### src/rtl/serial_subtractor4_pkg.sv
// Shared types and defaults for the bit-serial subtractor.
// State encoding is fixed so external probes can decode it.
package serial_subtractor4_pkg;

   localparam int unsigned DEFAULT_WIDTH = 4;
   localparam int unsigned DEFAULT_CNT_W = 3;

   typedef enum logic [1:0] {
      ST_IDLE = 2'd0,
      ST_RUN  = 2'd1,
      ST_DONE = 2'd2
   } state_e;

   // Bits needed for a counter that must reach `width - 1`.
   function automatic int unsigned cnt_bits(input int unsigned width);
      int unsigned n;
      n = 1;
      while ((32'd1 << n) < width) begin
         n++;
      end
      return n;
   endfunction

endpackage

### src/rtl/serial_subtractor4_if.sv
// Start/busy/done handshake and operand/result bus of the serial subtractor.
// master: controller side; slave: subtractor side.
interface serial_subtractor4_if #(
   parameter int unsigned WIDTH = 4
);

   logic             start;
   logic [WIDTH-1:0] in_1;
   logic [WIDTH-1:0] in_2;
   logic             busy;
   logic             done;
   logic [WIDTH-1:0] out;
   logic             borrow;

   modport master (
      output start,
      output in_1,
      output in_2,
      input  busy,
      input  done,
      input  out,
      input  borrow
   );

   modport slave (
      input  start,
      input  in_1,
      input  in_2,
      output busy,
      output done,
      output out,
      output borrow
   );

endinterface

### src/rtl/full_subtractor1.sv
// Combinational 1-bit full subtractor: diff = a - b - bin, bout = borrow out.
module full_subtractor1 (
   input  logic i_a,
   input  logic i_b,
   input  logic i_bin,
   output logic o_diff,
   output logic o_bout
);

   logic w_axb;

   assign w_axb  = i_a ^ i_b;
   assign o_diff = w_axb ^ i_bin;
   assign o_bout = (~i_a & i_b) | (~w_axb & i_bin);

endmodule

### src/rtl/serial_subtractor4.sv
// Bit-serial subtractor: one full-subtractor cell reused per cycle, LSB first.
// Result and borrow are published only when the last bit is processed.
module serial_subtractor4
   import serial_subtractor4_pkg::*;
#(
   parameter int unsigned WIDTH = DEFAULT_WIDTH,
   parameter int unsigned CNT_W = DEFAULT_CNT_W
) (
   input  logic                 clk,
   input  logic                 rst,
   serial_subtractor4_if.slave  bus
);

   state_e           r_state;
   state_e           w_state_nxt;
   logic [WIDTH-1:0] r_a;
   logic [WIDTH-1:0] w_a_nxt;
   logic [WIDTH-1:0] r_b;
   logic [WIDTH-1:0] w_b_nxt;
   logic [WIDTH-1:0] r_res;
   logic [WIDTH-1:0] w_res_nxt;
   logic             r_bin;
   logic             w_bin_nxt;
   logic [CNT_W-1:0] r_cnt;
   logic [CNT_W-1:0] w_cnt_nxt;
   logic [WIDTH-1:0] r_out;
   logic [WIDTH-1:0] w_out_nxt;
   logic             r_borrow;
   logic             w_borrow_nxt;

   logic             w_diff;
   logic             w_bout;
   logic             w_last;
   logic [WIDTH-1:0] w_res_shift;

   full_subtractor1 u_cell (
      .i_a    (r_a[0]),
      .i_b    (r_b[0]),
      .i_bin  (r_bin),
      .o_diff (w_diff),
      .o_bout (w_bout)
   );

   assign w_last      = (r_cnt == CNT_W'(WIDTH - 1));
   // Each diff bit enters at the MSB so the word is LSB-aligned after WIDTH shifts.
   assign w_res_shift = {w_diff, r_res[WIDTH-1:1]};

   always_ff @(posedge clk or posedge rst) begin
      if (rst) begin
         r_state <= ST_IDLE;
      end else begin
         r_state <= w_state_nxt;
      end
   end

   always_comb begin
      w_state_nxt  = r_state;
      w_a_nxt      = r_a;
      w_b_nxt      = r_b;
      w_res_nxt    = r_res;
      w_bin_nxt    = r_bin;
      w_cnt_nxt    = r_cnt;
      w_out_nxt    = r_out;
      w_borrow_nxt = r_borrow;

      unique case (r_state)
         ST_IDLE: begin
            if (bus.start) begin
               w_a_nxt     = bus.in_1;
               w_b_nxt     = bus.in_2;
               w_res_nxt   = '0;
               w_bin_nxt   = 1'b0;
               w_cnt_nxt   = '0;
               w_state_nxt = ST_RUN;
            end
         end
         ST_RUN: begin
            w_a_nxt   = {1'b0, r_a[WIDTH-1:1]};
            w_b_nxt   = {1'b0, r_b[WIDTH-1:1]};
            w_res_nxt = w_res_shift;
            w_bin_nxt = w_bout;
            w_cnt_nxt = r_cnt + CNT_W'(1);
            if (w_last) begin
               w_out_nxt    = w_res_shift;
               w_borrow_nxt = w_bout;
               w_state_nxt  = ST_DONE;
            end
         end
         ST_DONE: begin
            w_state_nxt = ST_IDLE;
         end
         default: begin
            w_state_nxt = ST_IDLE;
         end
      endcase
   end

   always_ff @(posedge clk or posedge rst) begin
      if (rst) begin
         r_a      <= '0;
         r_b      <= '0;
         r_res    <= '0;
         r_bin    <= 1'b0;
         r_cnt    <= '0;
         r_out    <= '0;
         r_borrow <= 1'b0;
      end else begin
         r_a      <= w_a_nxt;
         r_b      <= w_b_nxt;
         r_res    <= w_res_nxt;
         r_bin    <= w_bin_nxt;
         r_cnt    <= w_cnt_nxt;
         r_out    <= w_out_nxt;
         r_borrow <= w_borrow_nxt;
      end
   end

   // Outputs come straight from registers; no input reaches them combinationally.
   assign bus.busy   = (r_state == ST_RUN);
   assign bus.done   = (r_state == ST_DONE);
   assign bus.out    = r_out;
   assign bus.borrow = r_borrow;

   a_done_one_cycle : assert property (@(posedge clk) disable iff (rst)
      (r_state == ST_DONE) |=> (r_state == ST_IDLE));
   a_state_legal : assert property (@(posedge clk) disable iff (rst)
      (r_state inside {ST_IDLE, ST_RUN, ST_DONE}));
   a_cnt_bounded : assert property (@(posedge clk) disable iff (rst)
      (r_state == ST_RUN) |-> (r_cnt <= CNT_W'(WIDTH - 1)));

endmodule
### src/flat_wrapper.sv
// flat-port wrapper written by rule: the top's interface ports become plain ports
module serial_subtractor4_flat import serial_subtractor4_pkg::*;
#(
   parameter int unsigned WIDTH = DEFAULT_WIDTH,
   parameter int unsigned CNT_W = DEFAULT_CNT_W
)
  (clk, rst, bus_start, bus_in_1, bus_in_2, bus_busy, bus_done, bus_out, bus_borrow);
  serial_subtractor4_if #(.WIDTH(WIDTH)) bus_i ();
  input  logic clk;
  input  logic rst;
  input wire logic [$bits(bus_i.start)-1:0] bus_start;
  input wire logic [$bits(bus_i.in_1)-1:0] bus_in_1;
  input wire logic [$bits(bus_i.in_2)-1:0] bus_in_2;
  output wire logic [$bits(bus_i.busy)-1:0] bus_busy;
  output wire logic [$bits(bus_i.done)-1:0] bus_done;
  output wire logic [$bits(bus_i.out)-1:0] bus_out;
  output wire logic [$bits(bus_i.borrow)-1:0] bus_borrow;
  assign bus_i.start = bus_start;
  assign bus_i.in_1 = bus_in_1;
  assign bus_i.in_2 = bus_in_2;
  assign bus_busy = bus_i.busy;
  assign bus_done = bus_i.done;
  assign bus_out = bus_i.out;
  assign bus_borrow = bus_i.borrow;
  serial_subtractor4 #(.WIDTH(WIDTH), .CNT_W(CNT_W)) u_core (.clk(clk), .rst(rst), .bus(bus_i));
endmodule
### config.mk
export PLATFORM = sky130hd
export DESIGN_NAME = serial_subtractor4_flat
export DESIGN_NICKNAME = d
export VERILOG_FILES = /design/src/rtl/serial_subtractor4_pkg.sv /design/src/rtl/serial_subtractor4_if.sv /design/src/rtl/full_subtractor1.sv /design/src/rtl/serial_subtractor4.sv /design/src/flat_wrapper.sv
export SDC_FILE = /design/constraint.sdc
export NUM_CORES = 1
export LEC_CHECK = 0
export CAP_MARGIN = 20
export CORE_ASPECT_RATIO = 1.2
export CORE_MARGIN = 2
export CORE_UTILIZATION = 54
export DETAILED_ROUTE_END_ITERATION = 16
export PLACE_DENSITY = 0.81
export SKIP_LAST_GASP = 1
export SYNTH_ARGS = -nofsm -noshare
export SYNTH_HDL_FRONTEND = slang
export SYNTH_HIERARCHICAL = 1
export SYNTH_SLANG_ARGS = --single-unit
export TNS_END_PERCENT = 50
### constraint.sdc
create_clock -name clk -period 4.3 [get_ports clk]
set_clock_uncertainty 0.05 [all_clocks]
set_input_delay 0.86 -clock clk [delete_from_list [all_inputs] [get_ports clk]]
set_output_delay 0.86 -clock clk [all_outputs]
set_load 0.01 [all_outputs]
==> Word-level counts from Yosys, hierarchy flattened <==
Cells that the tools add are included.
{ "word_totals": {"ff_bits": 23, "inputBits": 11, "output_inout_bits": 7, "wordCells": 39} }
{ "classes": {"add_sub_neg": 1, "n_eq_ne": 5, "muxes": 13, "bitwise_logic": 7, "n_reduce_logical": 5} }
{ "ops": {"columns": ["cell", "count"], "rows": [
  ["one-hot mux 4 bit (2 select lines)", 3],
  ["2-to-1 mux 4 bit", 3],
  ["one-hot mux 3 bit (2 select lines)", 1],
  ["AND reduction 2 bit", 3],
  ["2-to-1 mux 2 bit", 2],
  ["one-hot mux 2 bit (2 select lines)", 1],
  ["adder 3 x 1 -> 3 bit (second input constant)", 1],
  ["== test 3 x 2 -> 1 bit (second input constant)", 1],
  ["2-to-1 mux 3 bit", 1],
  ["AND 1 bit", 2],
  ["== test 2 x 1 -> 1 bit (second input constant)", 1],
  ["== test 2 bit (second input constant)", 1],
  ["zero test 2 bit", 1],
  ["inequality test 2 x 1 -> 1 bit (second input constant)", 1],
  ["inequality test 2 bit (second input constant)", 1],
  ["NOT 1 bit", 2],
  ["one-hot mux 1 bit (2 select lines)", 1],
  ["nonzero test 2 bit", 1],
  ["bitwise XOR 1 bit", 2],
  ["2-to-1 mux 1 bit", 1],
  ["bitwise OR 1 bit", 1]
]} }

==> Logic depth before layout (Yosys ltp) <==
Gate-level depths: netlist (run 1).
{ "depth": {"depth_word": 5, "mapped_depth": 4, "mapped_depth_nobuf": 4} }

==> Hierarchy <==
The synthesis (run 1) kept the hierarchy.
{ "modules_own_cells": {"columns": ["mod", "n_inst", "cells_per_inst", "area_per_inst_um2", "seq_area_each_um2"], "rows": [
  ["serial_subtractor4", 1, 77, 964.7, 550.5],
  ["full_subtractor1", 1, 4, 31.3, 0.0]
]} }

==> Worst setup path before layout (run 1) <==
No wires, ideal clock.
{ "synth_path": {"kind": "flip-flop to output port", "startpoint": "register u_core.r_state[0]", "endpoint": "output bus_done", "t_arrival_ps": 789, "required_time_ps": 3390, "slack_ps": 2601, "stages_incl_launch_ff": 3, "cell_sequence": "dfrtp_1 > buf_2 > nor2b_1"} }
{ "synth_via": {"elab_chain_len": 1} }
{ "synth_lines": {"columns": ["element", "line_no", "rtl"], "rows": [
  ["from (decl)", "serial_subtractor4.sv:14", "state_e r_state;"],
  ["from (signal assigned)", "serial_subtractor4.sv:52", "r_state <= w_state_nxt;"],
  ["== test 2 bit", "serial_subtractor4.sv:120", "assign bus.done = (r_state == ST_DONE);"],
  ["to (decl)", "flat_wrapper.sv:15", "output wire logic [$bits(bus_i.done)-1:0] bus_done;"]
]} }
Every way passes these cells.

==> Worst setup path after layout (run 1) <==
{ "layout_path": {"startpoint": "register u_core.r_state[0]", "endpoint": "output bus_busy"} }
{ "layout_via": {"elab_chain_len": 1} }
{ "layout_lines": {"columns": ["element", "line_no", "rtl"], "rows": [
  ["== test 2 x 1 -> 1 bit", "serial_subtractor4.sv:119", "assign bus.busy = (r_state == ST_RUN);"],
  ["to (decl)", "flat_wrapper.sv:14", "output wire logic [$bits(bus_i.busy)-1:0] bus_busy;"]
]} }
Every way passes these cells.

==> summary.txt, run 1 <==
Routing
  – DR WL met2: between 800 and 900 um
  – DR pass1 iterations: 4
  – Residual DRC count: 0
  – Highest routed layer: met4
  – Final wirelength: 1660 um
  – Metal3 WL: 62 um
  – Vias per cell: 5.84
  – Post-DRT Antenna Nets: 0
  – DR vias: 677
  – Met1 WL: between 700 and 800 um
  – Initial DRC count: 14
  – WL per Instance: 14.3 um

Layout
  – Area occupied by multi-input gates: 365 um2
  – Filler cell count: around 160
  – Fraction of layout cells with a size suffix above 1: between 10% and 20%
  – Layout overhead on the synthesized area: 20.0%
  – NumNets Final: 112
  – Seq. cell area: between 500 and 600 um2
  – Ant. Diodes: 0

Clock network
  – Worst-Skew Late Latency: 0.31 ns
  – Post-cts hold buffer count: 0
  – PostCTS Resize Cnt: 0
  – Post-CTS setup buffers: 0
  – CTS tree: built
  – H-tree Lvls: 1
  – Number of CTS-inserted buffers: 3
  – Sink Count: 22
  – Clock Path Buffers: 2
  – CTS root buffer: clkbuf_4
  – Clock-pin transition on the worst setup and hold timing paths: approximately 0.12 ns

Setup path
  – Worst Setup Path Type: flip-flop to primary output
  – Crit path max-delay cell type: clkdlybuf4s50_1
  – Crit. End Element: primary output
  – CP Launch Type: flip-flop
  – Crit path DAT: about 2.2 ns
  – CP cell instances: nor2b_1, clkdlybuf4s50_1
  – Largest stage delay, worst path: around 0.66 ns
  – Worst reg2reg setup slack: 2.69 ns
  – WP buf/inv: 1
  – Critical path fanouts, max: 15
  – Worst path required time: about 3.4 ns
  – CP top delay family: buffers and inverters

Logic synthesis
  – Post-synth top flop: dfrtp_1
  – Mapped Area: 996 um2
  – Syn_area_per_cell: 12.3 um2
  – Post-synthesis cell count: 81
  – Distinct cell type count after synthesis: 20
  – Syn Nets: 95
  – Ys Warns: 6
  – Sequential area share after synthesis: 55.3%
  – Async S/R FF share, synth: 100%
  – EDFF count, synth: 0
  – Number of synthesized register bits: 22

Global routing
  – Largest net degree at the start of global routing: 23
  – Via count of the first global-routing pass: 625
  – Initial antenna violation count: 0
  – First-pass GRT wire length: 2920 um
  – GR Overflow Total: 0
  – GRT Util Overall: 18.4%

Timing
  – Final Slew Violations: 0
  – # setup viols final: 0
  – RSZ-0062 raised after global routing: false
  – FMAX: about 320 MHz
  – Slew @ Worst Pin: roughly 0.83 ns
  – Max_slew headroom: around 45%
  – Final hold vios: 0
  – Fin crit period: 3.10 ns
  – Post-route setup TNS: 0 ns
  – Final period util: 72.0%

Outcome
  – Outcome: completed

Floorplan
  – Die X: 43.2 um
  – Site Rows: 17
  – Die area: 0.00221 mm2
  – Core footprint: approximately 0.0018 mm2
  – IO Count: 18
  – Starting Density: 55.7%
  – Die Y-Extent: 51.0 um

Power and ir drop
  – P_leak: about 0.00056 uW
  – Power per Cell Area: between 600 and 700 mW/mm2
  – Peak supply drop: approximately 0.33 mV
  – Final Power: between 800 and 900 uW

Hold path
  – Worst Hold Class: flip-flop to flip-flop

Job
  – Max_cap viols: 0

Place
  – HPWL after DPL: 1200 um
  – Count of input and output buffers: 17
  – Final GP Congestion: between 0.7 and 0.8
[registers in the layout, indices dropped and copies added, names as in the netlist]
| register | count |
|---|---|
| u_core/bus.out | 4 |
| u_core/r_a | 4 |
| u_core/r_b | 4 |
| u_core/r_cnt | 3 |
| u_core/r_res | 3 |
| u_core/r_state | 2 |
| u_core/bus.borrow | 1 |
| u_core/r_bin | 1 |
[cell usage after synthesis, types with 2 or more instances]
cell type  instances  area [um2]
dfrtp_1           22         551
inv_1             13        48.8
a22o_1             6        52.6
mux2_2             6        67.6
nor2_1             5        18.8
nor2b_1            4        25.0
nor4b_1            4        35.0
a221oi_1           3        26.3
buf_2              3        15.0
a222oi_1           2        20.0
a32o_1             2        20.0
ha_1               2        25.0
nand2b_1           2        12.5
[power by group]
part | internal [uW] | switching, uW
clock network | 51.7 | 60.4
registers | 299 | 71.5
logic | 189 | 153
total | 540 | 285
[routing by layer]
metal | vias to the layer above | track usage [%]
met5 | - | 0
met4 | 0 | 10.6
met3 | 4 | 3.18
met2 | 17 | 28.1
met1 | 338 | 24.5
li1 | 318 | -
[worst reg2reg max path: cells and delay by family, from the launching register on]
family	cells	cell delay, ns
and+or+nand+nor	1	0.58
DFF	1	0.65
muxes	1	0.28
[cell usage in the layout, fill, tap and decap left out]
master / instances
dfrtp_1: 22
clkdlybuf4s50_1: 17
inv_1: 13
mux2_2: 6
a22o_1: 6
nor2_1: 5
nor2b_1: 4
nor4b_1: 4
clkbuf_4: 3
a221oi_1: 3
a32o_1: 2
nand2b_1: 2
a222oi_1: 2
ha_1: 2
clkbuf_8: 1
o21bai_2: 1
nand3b_2: 1
a221oi_2: 1
a21oi_1: 1
fa_1: 1
[through the flow]
| stage | worst slack, ns | cells | utilization, % | hold WS, ns | cell area (um2) |
|---|---|---|---|---|---|
| 3_5_place_dp | 1.57 | 112 | 64.8 | 0.440 | 1160 |
| 3_3_place_gp | 1.59 | 112 | 64.8 | 0.437 | 1160 |
| 5_1_grt | 1.07 | 116 | 66.9 | 0.489 | 1190 |
| 2_1_floorplan | 2.60 | 81 | - | 0.416 | 996 |
| 6_report | 1.20 | 116 | 66.9 | 0.463 | 1190 |
| 4_1_cts | 1.20 | 116 | 66.9 | 0.468 | 1190 |
[kinds of logic after synthesis]
group	share of synthesized area [%]
flops	55.3
buf+inv	8.04
compound gates	15.1
simple gates	10.3
mux	6.78
fa+ha+maj	4.52
[path summary, 6_finish.rpt]
path,from,endpoint,depth (start not counted)
worst min register to register,u_core/bus.out[3]$_DFFE_PP0P_,u_core/bus.out[3]$_DFFE_PP0P_,1
worst min-delay path,u_core/bus.out[3]$_DFFE_PP0P_,u_core/bus.out[3]$_DFFE_PP0P_,1
min in group asynchronous,rst,u_core/r_a[3]$_DFFE_PP0P_,2
max in group asynchronous,rst,u_core/bus.out[3]$_DFFE_PP0P_,2
worst max-delay path,u_core/r_state[0]$_DFFE_PP0P_,bus_busy,2
worst max register to register,u_core/r_state[0]$_DFFE_PP0P_,u_core/r_cnt[0]$_DFFE_PP0P_,2
[area by class of cell]
| type | instances | area share, % |
|---|---|---|
| inverter | 13 | 4.08 |
| multi-input combinational | 41 | 30.6 |
| tap | 19 | 1.99 |
| timing repair buffer | 17 | 14.2 |
| clock buffer | 4 | 3.04 |
| sequential | 22 | 46.1 |
No activity file was read; power rests on OpenSTA's default activity.
==> inputs of run 2 (changes only) <==
--- a/config.mk
+++ b/config.mk
@@ -8,9 +8,9 @@
 export CAP_MARGIN = 20
 export CORE_ASPECT_RATIO = 1.2
 export CORE_MARGIN = 2
-export CORE_UTILIZATION = 54
+export CORE_UTILIZATION = 45
 export DETAILED_ROUTE_END_ITERATION = 16
-export PLACE_DENSITY = 0.81
+export PLACE_DENSITY = 0.72
 export SKIP_LAST_GASP = 1
 export SYNTH_ARGS = -nofsm -noshare
 export SYNTH_HDL_FRONTEND = slang
==> constraint.sdc (replaced) <==
create_clock -name clk -period 2.8 [get_ports clk]
set_clock_uncertainty 0.05 [all_clocks]
set_input_delay 0.56 -clock clk [delete_from_list [all_inputs] [get_ports clk]]
set_output_delay 0.56 -clock clk [all_outputs]
set_load 0.01 [all_outputs]
==> summary.txt, run 2 (synthesis gave the netlist of run 1 again) <==
Layout
  – Finished Layout Cells: 128 (+10%)
  – Final core utilization: 58.4% (-8.5 points)
  – NumNets Final: 114 (+1.8%)
  – Commonest non-fill, non-tap cell in the layout: dfrtp_1
  – Layout overhead on the synthesized area: 21.5%
  – Fraction of layout cells with a size suffix above 1: 14.3% (+0.88 points)
  – Ant. Diodes: 0 (unchanged)
  – Commonest non-fill, non-tap cells in the layout: 22 x dfrtp_1, 17 x clkdlybuf4s50_1, 13 x inv_1

Timing
  – Fin crit period: 2.32 ns
  – Max_slew headroom: 45.3% (+0.52 points)
  – FMAX: 432 MHz
  – Final Hold Slack: 0.464 ns (+0.000857 ns)
  – Final period util: 82.7%
  – # setup viols final: 0 (unchanged)
  – Slew @ Worst Pin: 0.819 ns (-0.00786 ns)
  – Final hold vios: 0 (unchanged)
  – Final Slew Violations: 0 (unchanged)
  – RSZ-0062 raised after global routing: false
  – Post-route setup TNS: 0 ns (unchanged)

Setup path
  – Worst reg2reg path depth: 3 (+1)
  – Critical path fanouts, max: 14 (-1)
  – CP Launch Type: flip-flop
  – Worst reg2reg setup slack: 1.25 ns (-1.44 ns)
  – Crit. End Element: primary output
  – Reg-to-reg critical path startpoint: u_core/r_state[0]$_DFFE_PP0P_
  – Worst reg2reg path endpoint: u_core/r_b[1]$_DFFE_PP0P_
  – Worst path required time: 2.19 ns (-1.20 ns)
  – Crit path DAT: 1.71 ns (-0.48 ns)
  – Worst Setup Path Type: flip-flop to primary output

Routing
  – Final wirelength: 1700 um (+1.9%)
  – DR vias: 656 (-3.1%)
  – Initial DRC count: 9 (-5)
  – Vias per cell: 5.13 (-12%)
  – Post-DRT Antenna Nets: 0 (unchanged)
  – WL per Instance: 13.2 um (-7.7%)
  – DR pass1 iterations: 4 (unchanged)
  – Residual DRC count: 0 (unchanged)

Job
  – Max_cap viols: 0 (unchanged)

Clock network
  – CTS tree: built
  – Post-cts hold buffer count: 0 (unchanged)
  – Number of CTS-inserted buffers: 3 (unchanged)
  – Clock Path Buffers: 2 (unchanged)
  – Sink Count: 22 (unchanged)
  – CTS root buffer: clkbuf_4
  – Clock-pin transition on the worst setup and hold timing paths: 0.11 ns (about the same)
  – Post-CTS setup buffers: 0 (unchanged)
  – Worst-Skew Late Latency: 0.29 ns (-0.02 ns)
  – H-tree Lvls: 1 (unchanged)
  – PostCTS Resize Cnt: 0 (unchanged)

Hold path
  – Hold Path Sink: u_core/bus.out[3]$_DFFE_PP0P_
  – Worst Hold Class: flip-flop to flip-flop
  – Min-delay src: u_core/bus.out[3]$_DFFE_PP0P_
  – Hold Path Cell Cnt: 1 (unchanged)

Outcome
  – Outcome: completed

Floorplan
  – Die X: 46.9 um (+8.7%)
  – Die area: 0.00261 mm2 (+18%)
  – Die Y-Extent: 55.5 um (+8.8%)
  – IO Count: 18 (unchanged)
  – Core footprint: 0.00207 mm2 (+16%)
  – Starting Density: 48.1% (-7.7 points)
  – Site Rows: 18 (+1)

Power and ir drop
  – Power per Cell Area: 1040 mW/mm2 (+51%)
  – Final Power: 1260 uW (+53%)
  – P_leak: 0.000566 uW (+0.40%)
  – Peak supply drop: 0.581 mV (+78%)

Global routing
  – GRT Util Overall: 14.1% (-4.3 points)
  – Initial antenna violation count: 0 (unchanged)
  – GR peak layer: met2
  – First-pass GRT wire length: 2650 um (-9.2%)
  – Largest net degree at the start of global routing: 23 (unchanged)
  – Via count of the first global-routing pass: 611 (-2.2%)
  – GR Overflow Total: 0 (unchanged)
  – GR Util met2: 22.5% (-5.6 points)
  – GR Layer Usage met1: 18.4% (-6.1 points)
  – Met3 track demand over resource: 2.94% (-0.24 points)

Place
  – HPWL after DPL: 1240 um (+3.2%)
  – Final GP Congestion: 0.762 (+1.7%)
  – Count of input and output buffers: 17 (unchanged)
  – Placed Cells incl. Taps: 125 (+12%)
-- run 2: changes by cell type in the layout (fill, tap and decap cells not counted) --
| cell | previous run | this run |
|---|---|---|
| buf_4 | 0 | 2 |
| clkbuf_8 | 1 | 0 |
-- run 2: layer usage --
metal	part of all wire, %	vias to the layer above
li1	-	318
met1	46	320
met2	49	16
met3	4.4	2
met4	0.53	0
met5	0	-
-- run 2: report_power, final --
group | total [uW] | switching (uW) | internal (uW)
sequential | 543 | 82.8 | 460
clock | 133 | 83.4 | 50.0
combinational | 584 | 271 | 312
total | 1260 | 438 | 823
-- run 2: through the flow --
stage	setup slack (ns)	instance area, um2
6_report	0.484	1210
5_1_grt	0.360	1210
4_1_cts	0.470	1210
3_5_place_dp	0.672	1190
3_3_place_gp	0.746	1190
2_1_floorplan	1.40	996
-- run 2: critical path, cell delays in order (launching register included) --
cell and delay [ns]:
dfrtp_1 0.54, nor2b_1 0.16, buf_4 0.17, clkdlybuf4s50_1 0.54
-- run 2: final cells by class --
cell class	instances	area, um2
inverter	13	48.8
timing repair buffer	19	185
multi-input combinational	41	365
fill	192	862
tap	30	37.5
clock buffer	3	22.5
sequential	22	551
-- run 2: worst max-delay path by stage --
stage / start / end / slack (ns) / cells after the start
global placement: bus_start / u_core/r_b[0]$_DFFE_PP0P_ / 0.75 / 3
detailed placement: bus_start / u_core/r_b[0]$_DFFE_PP0P_ / 0.67 / 3
CTS: u_core/r_state[1]$_DFFE_PP0P_ / bus_busy / 0.47 / 3
global route: u_core/r_state[1]$_DFFE_PP0P_ / bus_busy / 0.36 / 3
floorplan: u_core/r_state[0]$_DFFE_PP0P_ / bus_done / 1.40 / 2
finish: u_core/r_state[1]$_DFFE_PP0P_ / bus_busy / 0.48 / 3
==> inputs of run 3 (changes only) <==
==> constraint.sdc (replaced) <==
create_clock -name clk -period 2.1 [get_ports clk]
set_clock_uncertainty 0.05 [all_clocks]
set_input_delay 0.42 -clock clk [delete_from_list [all_inputs] [get_ports clk]]
set_output_delay 0.42 -clock clk [all_outputs]
set_load 0.01 [all_outputs]
==> summary.txt, run 3 (synthesis gave the netlist of run 1 again) <==
Clock network
  – Clock Path Buffers: 2 (unchanged)
  – Post-cts hold buffer count: 0 (unchanged)
  – H-tree Lvls: 1 (unchanged)
  – Sink Count: 22 (unchanged)
  – Number of CTS-inserted buffers: 3 (unchanged)
  – CTS root buffer: clkbuf_4
  – CTS tree: built
  – Worst-Skew Late Latency: 0.31 ns (+0.02 ns)
  – Clock-pin transition on the worst setup and hold timing paths: 0.12 ns (about the same)

Floorplan
  – Core footprint: 0.00207 mm2 (unchanged)
  – Starting Density: 48.1% (unchanged)
  – Site Rows: 18 (unchanged)
  – Die X: 46.9 um (unchanged)
  – Die Y-Extent: 55.5 um (unchanged)
  – Die area: 0.00261 mm2 (unchanged)
  – IO Count: 18 (unchanged)

Routing
  – DR pass1 iterations: 4 (unchanged)
  – Initial DRC count: 17 (+8)
  – DR vias: 680 (+3.7%)
  – Vias per cell: 5.15 (+0.52%)
  – Post-DRT Antenna Nets: 0 (unchanged)
  – Residual DRC count: 0 (unchanged)
  – Final wirelength: 1760 um (+3.7%)
  – WL per Instance: 13.3 um (+0.52%)

Outcome
  – Outcome: completed

Global routing
  – GRT Util Overall: 16.2% (+2.1 points)
  – GR Overflow Total: 0 (unchanged)
  – First-pass GRT wire length: 3010 um (+14%)
  – Initial antenna violation count: 0 (unchanged)
  – Largest net degree at the start of global routing: 23 (unchanged)
  – Via count of the first global-routing pass: 693 (+13%)

Hold path
  – Worst Hold Class: input port to asynchronous set/reset pin

Timing
  – Final Hold Slack: 0.376 ns (-0.0877 ns)
  – Slew @ Worst Pin: 0.654 ns (-0.165 ns)
  – # setup viols final: 0 (unchanged)
  – RSZ-0062 raised after global routing: false
  – FMAX: roughly 500 MHz
  – Fin crit period: between 2 and 2.5 ns
  – Final period util: roughly 95%
  – Max_slew headroom: 56.4% (+11 points)
  – Post-route setup TNS: 0 ns (unchanged)
  – Final hold vios: 0 (unchanged)
  – Final Slew Violations: 0 (unchanged)

Layout
  – Layout overhead on the synthesized area: 25.3%
  – Commonest non-fill, non-tap cells in the layout: 21 x dfrtp_1, 17 x clkdlybuf4s50_1, 13 x inv_1
  – Ant. Diodes: 0 (unchanged)
  – NumNets Final: 117 (+2.6%)
  – Final core utilization: 60.2% (+1.8 points)
  – Commonest non-fill, non-tap cell in the layout: dfrtp_1
  – Fraction of layout cells with a size suffix above 1: 18.6% (+4.3 points)

Place
  – HPWL after DPL: 1250 um (+0.47%)
  – Final GP Congestion: 0.775 (+1.7%)
  – Count of input and output buffers: 17 (unchanged)

Power and ir drop
  – Power per Cell Area: 1400 mW/mm2 (+34%)
  – Peak supply drop: 0.711 mV (+22%)
  – P_leak: 0.000587 uW (+3.6%)
  – Final Power: 1740 uW (+38%)

Job
  – Max_cap viols: 0 (unchanged)

Setup path
  – Worst path required time: 1.63 ns (-0.56 ns)
  – Critical path fanouts, max: 9 (-5)
  – CP Launch Type: flip-flop
  – Crit path DAT: 1.53 ns (-0.18 ns)
  – Worst Setup Path Type: flip-flop to primary output
  – Crit. End Element: primary output
[run 3: changes by cell type in the layout (fill, tap and decap cells not counted), sizes merged]
cell | previous run | this run
clkbuf | 3 | 4
buf | 2 | 5
[run 3: power breakdown]
part | internal, uW | switching [uW]
Clock | 106 | 127
Combinational | 422 | 366
Sequential | 615 | 108
Total | 1140 | 602
[run 3: layout make-up]
class | count | area (um2)
fill | 179 | 825
sequential | 22 | 552
multi-input combinational | 41 | 365
timing repair buffer | 22 | 208
inverter | 13 | 48.8
tap | 30 | 37.5
clock buffer | 4 | 36.3
[run 3: metal layers]
metal / GRT usage [%] / vias to the layer above / part of all wire, %
met2: 25.2 / 20 / 46
met1: 20.0 / 330 / 48
met3: 2.94 / 4 / 3.4
met4: 9.52 / 0 / 2.3
li1: - / 326 / -
met5: 0 / - / 0
[run 3: worst max-delay path, stage by stage, from the launching register on]
cell and delay, ns:
dfrtp_2 0.48, nor2b_1 0.18, clkdlybuf4s50_1 0.56
[run 3: timing repair]
item / CTS / global route
setup endpoints to repair: 0 / 2
gates resized for setup: 0 / 1
buffers inserted: 0 / 0
[run 3: final timing paths]
kind                                               start                            end  slack (ns)  cells after the start
setup / recovery           u_core/r_state[1]$_DFFE_PP0P_                       bus_busy         0.1                      2
hold / removal                                       rst  u_core/bus.out[0]$_DFFE_PP0P_        0.38                      3
setup reg to reg           u_core/r_state[0]$_DFFE_PP0P_      u_core/r_b[0]$_DFFE_PP0P_        0.52                      3
hold reg to reg                u_core/r_b[3]$_DFFE_PP0P_      u_core/r_b[3]$_DFFE_PP0P_        0.46                      1
max in group asynchronous                            rst  u_core/r_state[1]$_DFFE_PP0P_        1.38                      3
min in group clk               u_core/r_b[3]$_DFFE_PP0P_      u_core/r_b[3]$_DFFE_PP0P_        0.46                      1
[run 3: through the flow]
step                      instance area (um2)  setup slack [ns]  instances
after detailed placement                 1210             0.281        128
final                                    1250            0.0986        132
after global routing                     1250            0.0257        132
after global placement                   1210             0.304        128
after CTS                                1250            0.0362        132
after floorplan                           996             0.709         81
